==> src/rtl/mem_arbiter.sv <==
// Memory port arbiter for video fetch, disk-copy DMA and CPU: fixed priority VID > DMA > CPU,
// with a DMA burst limit that lets a waiting CPU in. Define MEM_ARB_TIMEOUT_EN for the WAIT timeout.
module mem_arbiter #(
   parameter int BURST_MAX = 8
`ifdef MEM_ARB_TIMEOUT_EN
   ,
   parameter int TIMEOUT_CYC = 64
`endif
) (
   input  logic        clk_sys,
   input  logic        reset,
   input  logic        cpu_req,
   input  logic        cpu_we,
   input  logic [1:0]  cpu_wtbt,
   input  logic [24:0] cpu_addr,
   input  logic [15:0] cpu_din,
   output logic [15:0] cpu_dout,
   output logic        cpu_ack,
   input  logic        dma_req,
   input  logic        dma_we,
   input  logic [24:0] dma_addr,
   input  logic [15:0] dma_din,
   output logic [15:0] dma_dout,
   output logic        dma_ack,
   input  logic        vid_req,
   input  logic [24:0] vid_addr,
   output logic [15:0] vid_dout,
   output logic        vid_ack,
   output logic        mem_req,
   output logic        mem_we,
   output logic [1:0]  mem_be,
   output logic [24:0] mem_addr,
   output logic [15:0] mem_din,
   input  logic [15:0] mem_dout,
   input  logic        mem_ack,
   output logic [1:0]  busy_owner
`ifdef MEM_ARB_TIMEOUT_EN
   ,
   output logic        timeout_flag
`endif
);

   typedef enum logic [1:0] {
      ST_IDLE  = 2'd0,
      ST_GRANT = 2'd1,
      ST_WAIT  = 2'd2,
      ST_DONE  = 2'd3
   } state_t;

   localparam logic [1:0] OWN_NONE = 2'd0;
   localparam logic [1:0] OWN_CPU  = 2'd1;
   localparam logic [1:0] OWN_DMA  = 2'd2;
   localparam logic [1:0] OWN_VID  = 2'd3;
   localparam logic [7:0] BURST_MAX_C = 8'(BURST_MAX);

   state_t      state_r, state_s;
   logic [1:0]  owner_r, owner_s, sel_s;
   logic        we_r, we_s;
   logic [1:0]  be_r, be_s;
   logic [24:0] addr_r, addr_s;
   logic [15:0] din_r, din_s;
   logic [7:0]  burst_cnt_r, burst_cnt_s;
   logic        mem_req_r, mem_req_s;
   logic [1:0]  busy_owner_r, busy_owner_s;
   logic [15:0] cpu_dout_r, cpu_dout_s, dma_dout_r, dma_dout_s, vid_dout_r, vid_dout_s;
   logic        cpu_ack_r, cpu_ack_s, dma_ack_r, dma_ack_s, vid_ack_r, vid_ack_s;
   logic        done_s;
   logic [15:0] rdata_s;

`ifdef MEM_ARB_TIMEOUT_EN
   localparam int TO_W = (TIMEOUT_CYC > 1) ? $clog2(TIMEOUT_CYC) : 1;
   localparam logic [TO_W-1:0] TO_LAST = TO_W'(TIMEOUT_CYC - 1);
   logic [TO_W-1:0] to_cnt_r, to_cnt_s;
   logic            to_flag_r, to_flag_s;
`endif

   // Next-state, transaction latch, burst counter and read-data capture.
   always_comb begin
      state_s      = state_r;
      owner_s      = owner_r;
      we_s         = we_r;
      be_s         = be_r;
      addr_s       = addr_r;
      din_s        = din_r;
      burst_cnt_s  = burst_cnt_r;
      mem_req_s    = mem_req_r;
      busy_owner_s = busy_owner_r;
      cpu_dout_s   = cpu_dout_r;
      dma_dout_s   = dma_dout_r;
      vid_dout_s   = vid_dout_r;
      cpu_ack_s    = 1'b0;
      dma_ack_s    = 1'b0;
      vid_ack_s    = 1'b0;
      sel_s        = OWN_NONE;
      done_s       = 1'b0;
      rdata_s      = mem_dout;
`ifdef MEM_ARB_TIMEOUT_EN
      to_cnt_s     = TO_W'(0);
      to_flag_s    = to_flag_r;
`endif
      case (state_r)
         ST_IDLE: begin
            // A full burst lets a waiting CPU ahead of DMA, never ahead of video.
            if (vid_req)                                        sel_s = OWN_VID;
            else if (cpu_req && (burst_cnt_r == BURST_MAX_C))   sel_s = OWN_CPU;
            else if (dma_req)                                   sel_s = OWN_DMA;
            else if (cpu_req)                                   sel_s = OWN_CPU;
            else                                                sel_s = OWN_NONE;

            case (sel_s)
               OWN_VID: begin
                  we_s = 1'b0;   be_s = 2'b11;  addr_s = vid_addr;  din_s = 16'h0000;
               end
               OWN_DMA: begin
                  we_s = dma_we; be_s = 2'b11;  addr_s = dma_addr;  din_s = dma_din;
               end
               OWN_CPU: begin
                  we_s = cpu_we; be_s = cpu_we ? cpu_wtbt : 2'b11;
                  addr_s = cpu_addr; din_s = cpu_din;
               end
               default: begin
                  we_s = we_r;
               end
            endcase

            if (sel_s == OWN_CPU)
               burst_cnt_s = 8'd0;
            else if (sel_s == OWN_DMA)
               burst_cnt_s = (burst_cnt_r == BURST_MAX_C) ? burst_cnt_r : burst_cnt_r + 8'd1;
            else if (!dma_req)
               burst_cnt_s = 8'd0;
            else
               burst_cnt_s = burst_cnt_r;

            owner_s      = sel_s;
            busy_owner_s = sel_s;
            mem_req_s    = (sel_s != OWN_NONE);
            state_s      = (sel_s != OWN_NONE) ? ST_GRANT : ST_IDLE;
         end
         ST_GRANT: begin
            state_s = ST_WAIT;
         end
         ST_WAIT: begin
            if (mem_ack) begin
               done_s = 1'b1;
            end
`ifdef MEM_ARB_TIMEOUT_EN
            else if (to_cnt_r == TO_LAST) begin
               done_s    = 1'b1;
               rdata_s   = 16'hFFFF;
               to_flag_s = 1'b1;
            end else begin
               to_cnt_s  = to_cnt_r + TO_W'(1);
            end
`else
            else begin
               done_s = 1'b0;
            end
`endif
            if (done_s) begin
               mem_req_s = 1'b0;
               state_s   = ST_DONE;
               cpu_ack_s = (owner_r == OWN_CPU);
               dma_ack_s = (owner_r == OWN_DMA);
               vid_ack_s = (owner_r == OWN_VID);
               if (!we_r) begin
                  case (owner_r)
                     OWN_CPU: cpu_dout_s = rdata_s;
                     OWN_DMA: dma_dout_s = rdata_s;
                     OWN_VID: vid_dout_s = rdata_s;
                     default: cpu_dout_s = cpu_dout_r;
                  endcase
               end else begin
                  cpu_dout_s = cpu_dout_r;
               end
            end else begin
               state_s = ST_WAIT;
            end
         end
         ST_DONE: begin
            state_s      = ST_IDLE;
            busy_owner_s = OWN_NONE;
         end
         default: begin
            state_s      = ST_IDLE;
            mem_req_s    = 1'b0;
            busy_owner_s = OWN_NONE;
         end
      endcase
   end

   // State and datapath registers; reset abandons any transaction in flight.
   always_ff @(posedge clk_sys or posedge reset) begin
      if (reset) begin
         state_r      <= ST_IDLE;
         owner_r      <= OWN_NONE;
         we_r         <= 1'b0;
         be_r         <= 2'b00;
         addr_r       <= 25'd0;
         din_r        <= 16'h0000;
         burst_cnt_r  <= 8'd0;
         mem_req_r    <= 1'b0;
         busy_owner_r <= OWN_NONE;
         cpu_dout_r   <= 16'h0000;
         dma_dout_r   <= 16'h0000;
         vid_dout_r   <= 16'h0000;
         cpu_ack_r    <= 1'b0;
         dma_ack_r    <= 1'b0;
         vid_ack_r    <= 1'b0;
`ifdef MEM_ARB_TIMEOUT_EN
         to_cnt_r     <= TO_W'(0);
         to_flag_r    <= 1'b0;
`endif
      end else begin
         state_r      <= state_s;
         owner_r      <= owner_s;
         we_r         <= we_s;
         be_r         <= be_s;
         addr_r       <= addr_s;
         din_r        <= din_s;
         burst_cnt_r  <= burst_cnt_s;
         mem_req_r    <= mem_req_s;
         busy_owner_r <= busy_owner_s;
         cpu_dout_r   <= cpu_dout_s;
         dma_dout_r   <= dma_dout_s;
         vid_dout_r   <= vid_dout_s;
         cpu_ack_r    <= cpu_ack_s;
         dma_ack_r    <= dma_ack_s;
         vid_ack_r    <= vid_ack_s;
`ifdef MEM_ARB_TIMEOUT_EN
         to_cnt_r     <= to_cnt_s;
         to_flag_r    <= to_flag_s;
`endif
      end
   end

   assign mem_req    = mem_req_r;
   assign mem_we     = we_r;
   assign mem_be     = be_r;
   assign mem_addr   = addr_r;
   assign mem_din    = din_r;
   assign busy_owner = busy_owner_r;
   assign cpu_dout   = cpu_dout_r;
   assign dma_dout   = dma_dout_r;
   assign vid_dout   = vid_dout_r;
   assign cpu_ack    = cpu_ack_r;
   assign dma_ack    = dma_ack_r;
   assign vid_ack    = vid_ack_r;
`ifdef MEM_ARB_TIMEOUT_EN
   assign timeout_flag = to_flag_r;
`endif

endmodule

==> config.mk <==
export PLATFORM = sky130hd
export DESIGN_NAME = mem_arbiter
export DESIGN_NICKNAME = d
export VERILOG_FILES = /design/src/rtl/mem_arbiter.sv
export SDC_FILE = /design/constraint.sdc
export NUM_CORES = 1
export LEC_CHECK = 0
export BUFFER_PORTS_ARGS = -buffer_cell sky130_fd_sc_hd__buf_4
export CAP_MARGIN = 30
export CORE_ASPECT_RATIO = 0.9
export CORE_UTILIZATION = 38
export DETAILED_ROUTE_END_ITERATION = 7
export HOLD_SLACK_MARGIN = 0.08
export PLACE_DENSITY_LB_ADDON = 0.12
export SLEW_MARGIN = 5
export SYNTH_ARGS = -nofsm -noshare
export SYNTH_HDL_FRONTEND = slang
export SYNTH_SLANG_ARGS = --single-unit
==> constraint.sdc <==
create_clock -name clk_sys -period 3.6 [get_ports clk_sys]
set_input_delay 0 -clock clk_sys [delete_from_list [all_inputs] [get_ports clk_sys]]
set_output_delay 0 -clock clk_sys [all_outputs]
set_load 0.02 [all_outputs]
==> parameters.txt <==
Parameter                              Value

Outcome
  Outcome ... finished, final reports clean

Timing
  Final worst path period need ... 3190 ps
  Final Cycle Share ... 88.5%
  Setup TNS ... 0 ps
  Relative slew slack ... 39.9%
  Clock Skew ... 8.15 ps
  Maximum achievable frequency ... 0.314 GHz
  Worst Setup Slack, final ... 414 ps
  Transition time at the pin with the least slew margin ... 899 ps
  Setup repair after global routing missed its margin ... false
  Number of hold violations in the final report ... 0
  Count of final setup violators ... 0
  Number of pins exceeding their max-slew limit in the final report ... 0

Setup path
  Worst Path Max Fanout ... 46
  Data arrival time of the worst path ... 3460 ps
  Required time at the worst-slack endpoint ... 3870 ps
  Type of destination of the critical path ... flip-flop
  Element type at the critical path start ... flip-flop
  Worst R2R Setup Slack ... 410 ps
  Path type of the worst setup path ... reg2reg

Global route
  GRT Util Overall ... 21.8%
  Largest net degree at the start of global routing ... 60
  Wire length of the first global-routing pass ... 22.4 mm
  Gr ovfl total ... 0
  Vias in the first global route ... 4598
  Antenna violations before repair ... 0

Yosys
  Cells after Synth ... 452
  Syn Area/Cell ... 11.0 um^2
  Unique cell type count in the Yosys netlist ... 36
  Post-Syn Nets ... 595
  EDFF count, synth ... 0
  Async set-reset flop share out of synthesis ... 100%
  Most area-hungry cell type in the Yosys netlist ... dfrtp_1
  Share of synthesized area occupied by flip-flops and latches ... 55.5%
  Prevailing post-synth register cell ... dfrtp_1
  Area share of the leading cell type in the synthesized netlist ... 55.5%
  #FFs+latches synth ... 110
  Cell area after synthesis ... 0.00496 mm^2
  Number of synthesis warnings ... 0
  Synth top area cells ... dfrtp_1 56%, mux2_2 11%, o21ai_0 8.0%, a22oi_1 6.4%, nand2_1 5.8%

Clock tree
  Root Buffer ... clkbuf_16
  Clock tree buffer depth ... 2
  Total clock buffers created by CTS ... 9
  Sinks on Clock Net ... 110
  TritonCTS clock tree ... built
  Clk Latency, worst-skew pair ... 350 ps
  Clock slew at reported path FFs ... 70 ps
  H-tree levels ... 3

Floorplan
  Number of cell rows ... 39
  Width of the die ... 122 um
  Initial standard-cell utilization of the core ... 39.1%
  Core region area ... 0.0127 mm^2
  Overall die area ... 0.0135 mm^2
  Die Ht ... 110 um
  I/O pin cnt ... 231

Routing
  Number of vias per cell ... 4.97
  Total DRC errors in the routed layout ... 0
  Vias after detailed routing ... 4655
  Sum of met3 wire segment lengths after detailed routing ... 1.01 mm
  Final ANT Viol Nets ... 0
  Met1 wire length ... 5.98 mm
  Aggregate routed wire length ... 14.5 mm
  Wire per inst ... 15.4 um
  DRC violation total after the first TritonRoute iteration ... 219
  Highest metal layer used by the detailed router ... met4
  Pre-antenna DRT Iters ... 4
  Met2 wirelength from detailed routing ... 7.11 mm

Run
  Max_cap viols ... 0

Power
  Post-layout power ... 5.77 mW
  Leak pwr ... 3.82 nW
  Worst voltage drop across the vdd grid ... 0.000295 V
  PwrDens ... 712 mW/mm^2

Final layout
  Fraction of final layout cells with drive strength greater than 1 ... 40.4%
  Nets ... 910
  Fill cells ... 1021
  P&R area growth vs syn ... 63.5%
  Diodes inserted ... 0

Placed design
  # port buffers ... 230
  Hpwl dp ... 10.0 mm
  Last weighted congestion value of the routability-driven placer ... 0.803
  Post-placement worst setup slack ... 498 ps

Worst hold path
  Worst min path class ... in2reg
-- cell usage in the layout, fill, tap and decap left out, drive strengths merged, types with 6 or more instances in the layout --
master and n:
a22oi 42, buf 238, clkbuf 11, dfrtp 110, dlygate4sd3 95, ha 10
inv 10, mux2 48, nand2 76, nor2 7, o21ai 79, o31ai 6
-- report_power, final --
part / switching [mW] / internal (mW) / leakage, nW
registers: 0.318 / 1.77 / 1.38
clock network: 0.441 / 0.542 / 0.144
logic: 1.45 / 1.26 / 2.30
total: 2.21 / 3.56 / 3.82
-- area by class of cell --
type                       count  area [um^2]  share of cell area (%)
multi-input combinational    304         2050                    25.3
tap                          164          205                    2.53
sequential                   110         2750                    34.0
timing repair buffer         333         2770                    34.2
clock buffer                  11          233                    2.87
inverter                       9         36.3                   0.448
clock inverter                 5         57.6                   0.710
-- routing by layer --
metal | vias up | track usage, %
met5 | - | 0
li1 | 2239 | -
met1 | 2206 | 25.6
met3 | 27 | 6.22
met2 | 183 | 36.7
met4 | 0 | 10.2
-- state kept, by name (all words and copies together) (netlist names), 2 cells and up --
| signal | cells |
|---|---|
| mem_be | 2 |
| cpu_dout | 16 |
| state_r | 2 |
| mem_addr | 25 |
| vid_dout | 16 |
| burst_cnt_r | 8 |
| mem_din | 16 |
| busy_owner | 2 |
| dma_dout | 16 |
| owner_r | 2 |
-- logic make-up after synthesis --
logic type / share of synthesized area [%]
AOI/OAI and AO/OA: 16.9
muxes: 11.1
adders and majority gates: 2.52
and+or+nand+nor: 10.5
buffers and inverters: 3.38
DFF: 55.5
-- critical path, stage by stage, from the launching register on --
cell and delay, ps:
dfrtp_1 410, inv_1 70, ha_1 140, nand4bb_1 250
o31ai_1 300, and2b_1 300, ha_4 520, a22oi_1 190
nand2_1 110, o21ai_0 80, dlygate4sd3_1 570, o21ai_0 130
-- path summary, 6_finish.rpt --
kind                                 from           end  cells past startpoint
hold / removal               cpu_addr[13]  mem_addr[13]                      5
setup reg to reg           burst_cnt_r[0]  mem_addr[14]                     11
hold reg to reg               mem_addr[0]   mem_addr[0]                      2
max in group asynchronous           reset  vid_dout[10]                      4
min in group asynchronous           reset  mem_addr[14]                      3
setup / recovery           burst_cnt_r[0]  mem_addr[14]                     11
-- Yosys cell counts, types with 2 or more instances --
master / instances
a21oi_1: 4
a22oi_1: 42
a31oi_1: 2
and3_1: 2
buf_1: 3
buf_2: 5
buf_6: 2
clkbuf_1: 18
dfrtp_1: 110
ha_1: 10
inv_1: 8
mux2_2: 47
nand2_1: 76
nand2b_1: 5
nand3_1: 4
nor2_1: 7
nor2b_1: 2
nor3_4: 2
o21ai_0: 79
o22a_1: 2
o31ai_1: 6
or3b_2: 2
-- metrics by stage --
stage | instance area (um^2) | hold WS [ps] | instances | util (%)
floorplan | 4960 | 126 | 452 | -
global placement | 6830 | 214 | 824 | 53.8
detailed placement | 6860 | 31.7 | 825 | 54.0
CTS | 8100 | 80.6 | 936 | 63.8
global route | 8110 | 94.7 | 936 | 63.9
finish | 8110 | 85.2 | 936 | 63.9
-- timing repair --
| action | CTS | global route |
|---|---|---|
| endpoints found under the setup margin | 0 | 17 |
| hold buffers | 95 | 0 |
| resized for setup | 0 | 1 |
| setup buffers | 0 | 0 |
| hold endpoints to repair | 184 | 0 |
No activity file was read; power rests on OpenSTA's default activity.
